File: config.mk
export PLATFORM = sky130hd
export DESIGN_NAME = uno_seq
export DESIGN_NICKNAME = d
export VERILOG_FILES = /design/src/rtl/uno_seq.sv
export SDC_FILE = /design/constraint.sdc
export NUM_CORES = 1
export LEC_CHECK = 0
export CORE_UTILIZATION = 36
export CTS_BUF_LIST = sky130_fd_sc_hd__clkbuf_8 sky130_fd_sc_hd__clkbuf_16
export CTS_CLUSTER_DIAMETER = 30
export DETAILED_ROUTE_END_ITERATION = 10
export PLACE_DENSITY = 0.87
export SLEW_MARGIN = 20
export SYNTH_ARGS = -nofsm -noshare
export SYNTH_HDL_FRONTEND = slang
export SYNTH_SLANG_ARGS = --single-unit
File: constraint.sdc
create_clock -name clk -period 1.65 [get_ports clk]
set_clock_uncertainty 0.15 [all_clocks]
set_input_delay 0.33 -clock clk [delete_from_list [all_inputs] [get_ports clk]]
set_output_delay 0.33 -clock clk [all_outputs]
set_load 0.01 [all_outputs]
File: src/rtl/uno_seq.sv
// Command sequencer for the unified MAC/div/exp/log PE: it issues the per-cycle
// control stream for one command and returns the PE result over valid/ready.
module uno_seq #(
  parameter int MAC_BW = 12,
  parameter int ORDER  = 4,
  parameter int LEN_W  = 8
) (
  input  logic                          clk,
  input  logic                          rst,
  input  logic                          cmd_valid,
  output logic                          cmd_ready,
  input  logic [1:0]                    cmd_op,
  input  logic [MAC_BW-1:0]             cmd_x,
  input  logic [MAC_BW-1:0]             cmd_y,
  input  logic [2*MAC_BW-1:0]           cmd_z,
  input  logic [LEN_W-1:0]              cmd_len,
  input  logic                          opnd_valid,
  output logic                          opnd_ready,
  input  logic [MAC_BW-1:0]             opnd_x,
  input  logic [MAC_BW-1:0]             opnd_y,
  output logic [2+$clog2(ORDER+1)-1:0]  coeff_addr,
  input  logic [MAC_BW-1:0]             coeff_data,
  output logic [1:0]                    uno_op,
  output logic [MAC_BW-1:0]             uno_x,
  output logic [MAC_BW-1:0]             uno_y,
  output logic [2*MAC_BW-1:0]           uno_z,
  output logic [MAC_BW-1:0]             uno_coeff,
  output logic                          uno_first,
  output logic                          uno_last,
  output logic                          uno_acc_en,
  input  logic [2*MAC_BW-1:0]           uno_res,
  output logic                          res_valid,
  input  logic                          res_ready,
  output logic [2*MAC_BW-1:0]           res_data
);
  localparam int IW = $clog2(ORDER+1);

  typedef enum logic [2:0] {IDLE, POLY, MACC, DRAIN, HOLD} state_t;

  state_t              state, state_nx;
  logic [1:0]          op_q;
  logic [MAC_BW-1:0]   x_q, y_q;
  logic [2*MAC_BW-1:0] z_q;
  logic [LEN_W-1:0]    rem_q;
  logic [IW-1:0]       k_q;
  logic                acc_q;   // a MAC pair has already been accepted

  always_ff @(posedge clk) begin
    if (rst) begin
      state     <= IDLE;
      op_q      <= '0;
      x_q       <= '0;
      y_q       <= '0;
      z_q       <= '0;
      rem_q     <= '0;
      k_q       <= '0;
      acc_q     <= 1'b0;
      res_valid <= 1'b0;
      res_data  <= '0;
    end else begin
      state <= state_nx;
      case (state)
        IDLE: if (cmd_valid) begin
          op_q  <= cmd_op;
          x_q   <= cmd_x;
          y_q   <= cmd_y;
          z_q   <= cmd_z;
          rem_q <= (cmd_len == '0) ? LEN_W'(1) : cmd_len;
          k_q   <= '0;
          acc_q <= 1'b0;
        end
        POLY: k_q <= k_q + 1'b1;
        MACC: if (opnd_valid) begin
          rem_q <= rem_q - 1'b1;
          acc_q <= 1'b1;
        end
        DRAIN: begin
          res_valid <= 1'b1;
          res_data  <= uno_res;
        end
        HOLD: if (res_ready) res_valid <= 1'b0;
        default: ;
      endcase
    end
  end

  always_comb begin
    state_nx   = state;
    cmd_ready  = 1'b0;
    opnd_ready = 1'b0;
    coeff_addr = '0;
    uno_op     = '0;
    uno_x      = '0;
    uno_y      = '0;
    uno_z      = '0;
    uno_coeff  = '0;
    uno_first  = 1'b0;
    uno_last   = 1'b0;
    uno_acc_en = 1'b0;
    case (state)
      IDLE: begin
        cmd_ready = 1'b1;
        if (cmd_valid) state_nx = (cmd_op == 2'b00) ? MACC : POLY;
      end
      POLY: begin
        uno_op    = op_q;
        uno_x     = x_q;
        uno_y     = y_q;
        uno_first = (k_q == '0);
        // Horner walks c[ORDER] down to c[1]; the final cycle carries no coefficient
        if (k_q == IW'(ORDER)) begin
          uno_last = 1'b1;
          state_nx = DRAIN;
        end else begin
          coeff_addr = {op_q, IW'(ORDER) - k_q};
          uno_coeff  = coeff_data;
        end
      end
      MACC: begin
        opnd_ready = 1'b1;
        uno_z      = z_q;
        uno_acc_en = acc_q;
        if (opnd_valid) begin
          uno_x = opnd_x;
          uno_y = opnd_y;
          if (rem_q == LEN_W'(1)) state_nx = DRAIN;
        end
      end
      DRAIN: state_nx = HOLD;
      HOLD:  if (res_ready) state_nx = IDLE;
      default: state_nx = IDLE;
    endcase
  end
endmodule

======== Word level (Yosys, flattened, before mapping) ========
Index checks and enable logic that the tools add are counted.
word-level totals
  flip-flop bits (word level) ............. 90
  output and inout port bits .............. 97
  word-level logic and storage cells ...... 70
cells by class
  $add $sub $neg .......................... 3
  equality and inequality tests ........... 11
  muxes and demuxes ....................... 34
  reduce and logical (&&, ||, !) cells .... 12
operators by type and width
  cell                                                                   number
  12-bit two-way mux                                                     4
  12-bit one-hot mux with 2 select lines                                 2
  24-bit two-way mux                                                     1
  8-bit two-way mux                                                      3
  3-bit two-way mux                                                      6
  8-bit one-hot mux with 2 select lines                                  1
  3-bit one-hot mux with 5 select lines                                  1
  5-bit two-way mux                                                      2
  2-bit inequality test, second input constant                           5
  1-bit two-way mux                                                      9
  8-bit by 1-bit equality test with 1-bit output, second input constant  1
  8-bit logical NOT                                                      1
  8-bit by 1-bit subtractor with 8-bit output, second input constant     1
  3-bit by 2-bit equality test with 1-bit output, second input constant  2
  3-bit equality test, second input constant                             2
  3-bit logical NOT                                                      2
  3-bit one-hot mux with 2 select lines                                  1
  2-bit AND reduction                                                    3
  2-bit nonzero test                                                     3
  5-bit AND reduction                                                    1
  2-bit two-way mux                                                      2
  1-bit one-hot mux with 2 select lines                                  2
  3-bit by 1-bit adder with 3-bit output, second input constant          1
  3-bit by 1-bit equality test with 1-bit output, second input constant  1
  3 further kinds                                                        3

======== Longest topological paths before layout ========
Gate-level depths: netlist of run 1.
  depth after elaboration ................. 4
  gate-level depth with buffers ........... 7

======== Least setup slack after synthesis of run 1 ========
OpenSTA, ideal clock, no wires.
  path type ............................... reg2out
  start point ............................. register state[1]
  end point ............................... output port uno_x[10]
  arrival time ............................ 1376 ps
  data required time ...................... 1170 ps
  path slack .............................. -206 ps
  cell stages (with the launch flop) ...... 7
  path buffers ............................ 2
  path through ............................ dfxtp_1 -> or3b_1 -> inv_2 -> and2_1 -> buf_4 -> buf_6 -> a22o_1
on the way
  word-level cells in the longest chain between the ends .. 2
  elaborated cells between the ends (all ways) .. 3
  classes of those cells .................. eq/ne (2); mux (1)
RTL lines
  what                                                                                                              RTL line  source
  start: declaration                                                                                                40        state_t state, state_nx;
  start signal: assignment                                                                                          61        state <= state_nx;
  3-bit by 2-bit equality test with 1-bit output or 3-bit by 1-bit equality test with 1-bit output (tied branches)  100       case (state)
  12-bit one-hot mux with 2 select lines (*)                                                                        100
  end: declaration                                                                                                  24        output logic [MAC_BW-1:0] uno_x,
Every way passes the cells marked *; elsewhere a longest branch is shown, timed or not.

======== Worst setup path in the final report of run 1 ========
  start point ............................. register state[2]
  end point ............................... output port uno_y[6]
on the way
  word-level cells in the longest chain between the ends .. 2
  elaborated cells between the ends (all ways) .. 3
  classes of those cells .................. eq/ne (2); mux (1)
RTL lines
  what                                                                                                              RTL line  source
  3-bit by 2-bit equality test with 1-bit output or 3-bit by 1-bit equality test with 1-bit output (tied branches)  100
  12-bit one-hot mux with 2 select lines (*)                                                                        100
  end: declaration                                                                                                  25        output logic [MAC_BW-1:0] uno_y,
Marked as above.

==> results_dict.tcl, run 1 <==
set metrics [dict create \
    power.leakage_nw 3.42 \
    final_common_cell "nand2_1" \
    avgSynthCellArea_um2 7.86 \
    routed_wl_mm 17.4 \
    area_delta_synth_final_pct 96.6 \
    critPathLaunch "state[2]$_SDFFE_PP0P_" \
    fp.dieW_um 109 \
    wl_per_cell_um 18.2 \
    setup_violations 134 \
    via_per_inst 5.31 \
    grt_pass1_vias 5061 \
    p_sw_frac 0.252 \
    synth_edf_count 0 \
    fmax_ghz 0.431 \
    netlist_area_mm2 0.00413 \
    io_buffers 219 \
    die-area_mm2 0.0119 \
    r2r.worst_path.cells 8 \
    cts_tree "yes" \
    fin_ws_ns -0.672 \
    rrSetupSlack_ns -0.24 \
    nets 939 \
    io_pins 220 \
    tightest_slew_ns 0.507 \
    die_h_um 109 \
    cts_buffer_depth 2 \
    cts_made_buffers 9 \
    synth-seq-cells 90 \
    holdPathStages 2 \
    core_region_area_mm2 0.0110 \
    dp_hpwl_mm 10.5 \
    rows 38 \
    min_period_ns 2.32 \
    rsz0062_at_grt "true" \
    clk_pin_slew_ns 0.07 \
    hold_viol 0 \
    outcome "finished with violations" \
    drt-pass1-iter-count 5 \
    p_switching_mw 1.60 \
    critPathCaptureType "output pin" \
    violations "negative setup slack" \
    combPwrFrac 0.248 \
    post_dp_cell_area_mm2 0.00674 \
    cts.sinks 90 \
    synth.distinct_cells 47 \
    pre_cts_slack_ns -0.742 \
    p_clk_frac 0.378 \
    intPower_mw 4.75 \
    hold_class "in -> reg" \
    path_max_fanout 6 \
    worstPathArrival_ns 1.84 \
    htree_num_levels 3 \
    cp-start-kind "flip-flop" \
    async_reset_ff_frac 0 \
    slew_viol_final 0 \
    hold_buffers 0 \
    seqPwrFrac 0.374 \
    cp_data_required_time_ns 1.17 \
    clock-root-buffer "clkbuf_16" \
    gp_congestion 0.912 \
    vias 5070 \
    r2r-end "rem_q[4]$_SDFFE_PP0P_" \
    timing.final.crit_share 1.41 \
    antenna_left 0 \
    yosysWarnings 0 \
    antenna_found_initial 0 \
    clk-insertion-delay-late_ns 0.33 \
    maxCapViolCount 0 \
    path_class "reg -> out" \
    crit-reg2reg-launch "state[2]$_SDFFE_PP0P_" \
    ys.flop_type "dfxtp_1" \
    layout_common_cells "nand2_1 (127), clkdlybuf4s50_1 (120), dfxtp_1 (85)" \
    p_per_area_mw_per_mm2 783 \
    min_from "rst" \
    drt_iter0_drc 279 \
    synthesis.nets 654 \
    ys_seq_area_frac 0.437 \
    grt_start_max_net_pins 52 \
    grt.total_usage 0.262 \
    grt_pass1_wl_mm 23.9 \
    peakVddDrop_v 0.000514 \
    globalRouteOverflowTotal 0 \
    synthCells 525 \
    drive_gt1_frac 0.396 \
    relSlewSlack 0.660 \
    postLayoutCellArea_mm2 0.00811 \
    crit_end "uno_y[6]" \
    start_util 0.376 \
    n_antenna_cell 0 \
    drc 0 \
]
synth_stat cells (3+ instances only):
cell type  instances  area (um^2)
a22o_1            24          210
o21ai_0            3         15.0
ha_1               6         75.1
a21oi_1           85          425
clkbuf_1          22         82.6
nand2_1          154          578
nor2_1            14         52.6
a211oi_1           4         30.0
inv_1             10         37.5
dfxtp_1           90         1800
buf_6              9          101
and2_1            45          282
buf_2              6         30.0
nor3_1            10         50.1
o32ai_1            3         26.3
area by class of cell:
cell class,count,area (um^2)
clock buffer,11,253
clock inverter,4,98.8
fill,750,2870
inverter,11,48.8
multi-input combinational,387,2540
sequential,90,1810
tap,140,175
timing repair buffer,311,3190
worst min path at each step:
stage	end	slack (ns)
after floorplan	z_q[0]$_SDFFE_PP0P_	0.28
after global placement	z_q[1]$_SDFFE_PP0P_	0.29
after detailed placement	z_q[16]$_SDFFE_PP0P_	0.29
after CTS	rem_q[7]$_SDFFE_PP0P_	0.25
after global routing	rem_q[0]$_SDFFE_PP0P_	0.27
final	rem_q[0]$_SDFFE_PP0P_	0.26
power by group through the flow:
stage          clock (mW)  combinational, mW  sequential [mW]
2_1_floorplan           0              0.496             2.39
4_1_cts              2.42               1.31             2.36
5_1_grt              2.53               1.68             2.38
3_3_place_gp            0               1.10             2.40
3_5_place_dp            0               1.14             2.41
6_report             2.40               1.58             2.37
metrics by stage:
stage                     cells  hold slack [ns]  TNS, ns   util  total power, mW
after floorplan             525            0.282    -5.76      -             2.89
after global placement      891            0.288   -55.77  0.613             3.51
after detailed placement    891            0.295   -59.93  0.613             3.55
after CTS                   937            0.253   -41.08  0.683             6.09
after global routing        954            0.268   -53.33  0.738             6.58
final                       954            0.259   -47.20  0.738             6.35
sequential cells by signal (all words and copies together), names as in the netlist:
register / flops
res_valid: 1
x_q: 12
res_data: 24
z_q: 24
k_q: 3
state: 3
acc_q: 1
rem_q: 8
op_q: 2
y_q: 12
layer usage:
layer,GRT usage,part of all wire,routed length (um)
met1,0.260,0.37,6390
met2,0.486,0.52,9010
met3,0.0855,0.080,1400
met4,0.125,0.033,582
met5,0,0,0
cell families after synthesis:
group | after synthesis | share of synthesized area
simple gates | 243 | 0.272
flops | 90 | 0.437
mux | 2 | 0.00485
fa+ha+maj | 6 | 0.0182
xor+xnor | 1 | 0.00212
buf+inv | 51 | 0.0667
compound gates | 132 | 0.199
critical path, stage by stage (launching register included):
cell,delay (ns)
dfxtp_2,0.34
or3b_4,0.44
inv_8,0.10
and2_4,0.19
buf_6,0.11
buf_6,0.08
a22o_1,0.11
buf_2,0.13
what timing repair did:
item	CTS	global route
pin swaps	32	43
gates resized for setup	400	129
endpoints found under the setup margin	158	134
cloned	9	8
buffers inserted	22	13
Power figures use the tool's default switching activity.
==> inputs of run 2 (changes only) <==
--- a/constraint.sdc
+++ b/constraint.sdc
@@ -3,3 +3,3 @@
 set_input_delay 0.33 -clock clk [delete_from_list [all_inputs] [get_ports clk]]
 set_output_delay 0.33 -clock clk [all_outputs]
-set_load 0.01 [all_outputs]
+set_load 0.005 [all_outputs]
==> results_dict.tcl, run 2 (synthesized netlist as in run 1, its figures left out) <==
set metrics [dict create \
    outcome "finished with violations" \
    violations "negative setup slack" \
    drt_iter0_drc 388 \
    globalRouteOverflowTotal 0 \
    fin_ws_ns -0.693 \
    setup_violations 134 \
    core_region_area_mm2 0.0110 \
    io_pins 220 \
    n_antenna_cell 0 \
    antenna_left 0 \
    slew_viol_final 0 \
    dp_hpwl_mm 9.65 \
    cts.sinks 90 \
    tightest_slew_ns 0.412 \
    maxCapViolCount 0 \
    grt_start_max_net_pins 58 \
    gp_congestion 0.880 \
    crit-reg2reg-launch "state[0]$_SDFFE_PP0P_" \
    critPathCaptureType "output pin" \
    place_inst 886 \
    p_per_area_mw_per_mm2 720 \
    area_delta_synth_final_pct 104 \
    grt_pass1_vias 5007 \
    nets 964 \
    rsz0062_at_grt "true" \
    cts_made_buffers 9 \
    stdcell_count 978 \
    cp_data_required_time_ns 1.17 \
    timing.hold.ws_ns 0.272 \
    path_class "reg -> out" \
    rows 38 \
    cts_tree "yes" \
    vias 5288 \
    critPathLaunch "state[0]$_SDFFE_PP0P_" \
    layout_common_cells "nand2_1 (121), clkdlybuf4s50_1 (119), dfxtp_1 (85)" \
    die-area_mm2 0.0119 \
    fp.dieW_um 109 \
    setup_tns_ns -46.87 \
    r2r-end "rem_q[3]$_SDFFE_PP0P_" \
    peakVddDrop_v 0.000516 \
    drt-pass1-iter-count 5 \
    path_max_fanout 5 \
    timing.final.crit_share 1.42 \
    report.power.total_mw 6.07 \
    hold_viol 0 \
    clk-insertion-delay-late_ns 0.33 \
    rrSetupSlack_ns -0.29 \
    min_period_ns 2.34 \
    worstPathArrival_ns 1.86 \
    routed_wl_mm 18.6 \
    start_util 0.376 \
    relSlewSlack 0.723 \
    holdPathStages 2 \
    via_per_inst 5.41 \
    drc 0 \
    clk_pin_slew_ns 0.06 \
    io_buffers 219 \
    wl_per_cell_um 19.0 \
    largestRegisters "res_data: 24 flops, z_q: 24 flops" \
    min_from "rst" \
    power.leakage_nw 3.64 \
    clock-root-buffer "clkbuf_16" \
    pre_cts_slack_ns -0.741 \
    grt_pass1_wl_mm 24.0 \
    hold_class "in -> reg" \
    cts_buffer_depth 2 \
    die_h_um 109 \
    htree_num_levels 3 \
    fmax_ghz 0.427 \
    antenna_found_initial 0 \
    hold_path_end "op_q[1]$_SDFFE_PP0P_" \
    r2r.worst_path.cells 9 \
    drive_gt1_frac 0.415 \
    grt.total_usage 0.260 \
    cp-start-kind "flip-flop" \
    final_common_cell "nand2_1" \
]
[run 2: cell types whose count changed in the layout (fill, tap and decap cells not counted), moves of 4 or more]
cell,previous run,this run
nand2_2,26,31
dlygate4sd2_1,26,22
buf_8,4,8
buf_2,31,35
dlymetal6s2s_1,0,4
buf_6,65,84
nand2_1,127,121
[run 2: per-layer routing]
| layer | wire length (um) | global-route usage | up-vias |
|---|---|---|---|
| li1 | - | - | 2392 |
| met1 | 6600 | 0.275 | 2510 |
| met2 | 9780 | 0.483 | 312 |
| met3 | 1510 | 0.0652 | 74 |
| met4 | 711 | 0.117 | 0 |
| met5 | 0 | 0 | - |
[run 2: cell type report]
| class | count | area (um^2) |
|---|---|---|
| Clock inverter | 5 | 50.0 |
| Multi-Input combinational cell | 387 | 2560 |
| Tap cell | 140 | 175 |
| Fill cell | 698 | 2560 |
| Inverter | 11 | 56.3 |
| Timing Repair Buffer | 336 | 3550 |
| Sequential cell | 90 | 1810 |
| Clock buffer | 9 | 225 |
[run 2: report_power, final]
| group | switching, mW | total, mW | internal, mW |
|---|---|---|---|
| Clock | 0.816 | 1.96 | 1.14 |
| Sequential | 0.0828 | 2.37 | 2.29 |
| Combinational | 0.722 | 1.73 | 1.01 |
[run 2: what timing repair did]
action                                  CTS  global route
gates resized for setup                 422           158
endpoints found under the setup margin  118           138
cloned                                    9            10
pin swaps                                47            38
buffers inserted                         48            23
hold buffers                              0             0
[run 2: critical path, cell delays in order, from the launching register on]
cell and delay (ns):
dfxtp_2 0.35, buf_6 0.11, inv_4 0.03, or3_4 0.39, nor2_4 0.13, buf_6 0.12, buf_6 0.10, buf_6 0.09
and2_4 0.13, buf_6 0.09
[run 2: worst max-delay path by stage]
stage / slack, ns / endpoint
2_1_floorplan: -0.12 / uno_x[10]
3_3_place_gp: -0.67 / uno_y[1]
3_5_place_dp: -0.74 / uno_y[10]
4_1_cts: -0.67 / uno_y[10]
5_1_grt: -0.75 / uno_coeff[0]
6_report: -0.69 / uno_coeff[0]
[run 2: stage by stage]
stage,area [um^2],utilization
6_report,8430,0.767
2_1_floorplan,4140,-
3_5_place_dp,6670,0.608
5_1_grt,8430,0.767
4_1_cts,7580,0.690
3_3_place_gp,6670,0.608
==> edit, RTL diff (config.mk and constraints of run 2) <==
Encoding of `state_t`: now Gray code (3 bits for 5 states).
--- a/src/rtl/uno_seq.sv
+++ b/src/rtl/uno_seq.sv
@@ -35,7 +35,7 @@
 );
   localparam int IW = $clog2(ORDER+1);
 
-  typedef enum logic [2:0] {IDLE, POLY, MACC, DRAIN, HOLD} state_t;
+  typedef enum logic [2:0] {IDLE = 3'b000, POLY = 3'b001, MACC = 3'b011, DRAIN = 3'b010, HOLD = 3'b110} state_t;
 
   state_t              state, state_nx;
   logic [1:0]          op_q;
Check against the original RTL: no difference found for any inputs over 4 cycles, from zero or initial values and one cycle with rst high; so few cycles prove little.
==> edit against run 2 <==
The run still ends with setup timing left. Sequential power increased by 2%. Cell area decreased by 0.46%. Area after synthesis down 1.0%. Power increased by 9.3%. Combinational power grew 10%. Routed wire length down 6.9%. Sequential share of layout area is 0.23 points higher. Worst setup slack gained 200 ps. Clock power grew 18%. Sequential cell count stayed put. Critical endpoint is now uno_z[23].
==> edit: results (changes against run 2) <==
Crit path arrival time=1660 ps (was 1860 ps); maximum clock insertion buffer count=2 (unchanged); Met2 Wirelength=9270 um (was 9780 um); Worst R2R End=z_q[15] (was rem_q[3]); hold endpoint=res_data[4] (was op_q[1]); Synth area leaders=dfxtp_1 44%, nand2_1 14%, a21oi_1 11% (was dfxtp_1 44%, nand2_1 14%, a21oi_1 10%); setup violators final=135 (was 134); Hold Crit Start=res_data[4] (was rst); M1 GR Usage=27.8% (was 27.5%); reg2reg setup slack=-370 ps (was -290 ps); initial antenna violation count=1 (was 0); met3 Resource Use GR=4.82% (was 6.52%); 1st-iter DRT viols=253 (was 388); largest net degree at the start of global routing=59 (was 58); area share of fa/ha/maj cells after synthesis=1.84% (was 1.82%); Layout Cells excl Fill=968 (was 978); placed wire-length estimate=9660 um (was 9650 um); vias in the first global route=5122 (was 5007); Async S/R FF share, synth=0% (unchanged); violated checks=setup timing (unchanged); met3 wire length=941 um (was 1510 um); global routing usage on met2=52.5% (was 48.3%); final setup margin=-493 ps (was -693 ps); fraction of layout cells with a size suffix above 1=38.5% (was 41.5%); Slowest cell on crit path=dfxtp_4 (was or3_4); Final Wtd Congestion=0.891 (was 0.880); synth unique cells=48 (was 47); fillers=730 (was 698); Reg2Reg Depth=7 (was 9); Final #Nets=951 (was 964); setup_tns=-43140 ps (was -46870 ps); Static Leak=3.60 nW (was 3.64 nW); worst-margin pin slew=507 ps (was 412 ps); post-synthesis sequential area ratio=44.1% (was 43.7%); iteration count of the initial detailed-routing pass=5 (unchanged); Critical Path Sink=uno_z[23] (was uno_coeff[0]); Via Count=4988 (was 5288); pre-CTS WS=-760 ps (was -741 ps); CP max FO=6 (was 5); Avg Cell Area, Syn=7.81 sq um (was 7.86 sq um); Synth Net Count=652 (was 654); status=complete, but fails checks (unchanged); Synth Area in XOR/XNOR=0.214% (was 0.212%); delay-heaviest family, CP=buffers and inverters (was simple AND/OR/NAND/NOR gates); worst hold path type=reg -> reg (was in -> reg); met1 wire length=6590 um (was 6600 um); placed inst area=6710 sq um (was 6670 sq um); DR top layer=met4 (unchanged); synth cell count leaders=157 x nand2_1, 90 x dfxtp_1, 86 x a21oi_1 (was 154 x nand2_1, 90 x dfxtp_1, 85 x a21oi_1); gr usage total=27.0% (was 26.0%); drt total wl=17300 um (was 18600 um); Synth Area in Compound Gates=19.9% (about the same); post-synthesis mux area share=0.276% (was 0.485%); slowest stage delay, CP=370 ps (was 390 ps); Min Hold Slack=301 ps (was 272 ps); worst setup path startpoint=state[2] (was state[0]); Max VDD drop=0.615 mV (was 0.516 mV); first-pass GRT wire length=24400 um (was 24000 um)
## edit: changes by cell type after synthesis, sizes merged, moves of 3 or more
| cell | run 2 | this run |
|---|---|---|
| clkbuf | 23 | 16 |
| buf | 17 | 25 |
| nor3 | 10 | 5 |
| nand2 | 154 | 158 |
| inv | 11 | 8 |
## edit: timing repair
| item | 4_1_cts | 5_1_grt |
|---|---|---|
| gates resized for setup | 456 | 87 |
| hold buffers | 0 | 0 |
| pin swaps | 65 | 29 |
| setup endpoints to repair | 181 | 139 |
| buffers inserted | 44 | 11 |
| cloned | 16 | 5 |
## edit: final cells by class
cell class	count	area, sq um	share of cell area, %
tap	140	175	2.09
clock buffer	12	267	3.18
clock inverter	4	72.6	0.865
sequential	90	1820	21.7
antenna	1	2.50	0.0298
inverter	8	32.5	0.388
multi-input combinational	386	2500	29.8
timing repair buffer	327	3520	42.0
## edit: where the power goes
group / switching, W / internal [W]
registers: 0.0000928 / 0.00232
clock network: 0.000859 / 0.00145
logic: 0.000781 / 0.00113
total: 0.00173 / 0.00490
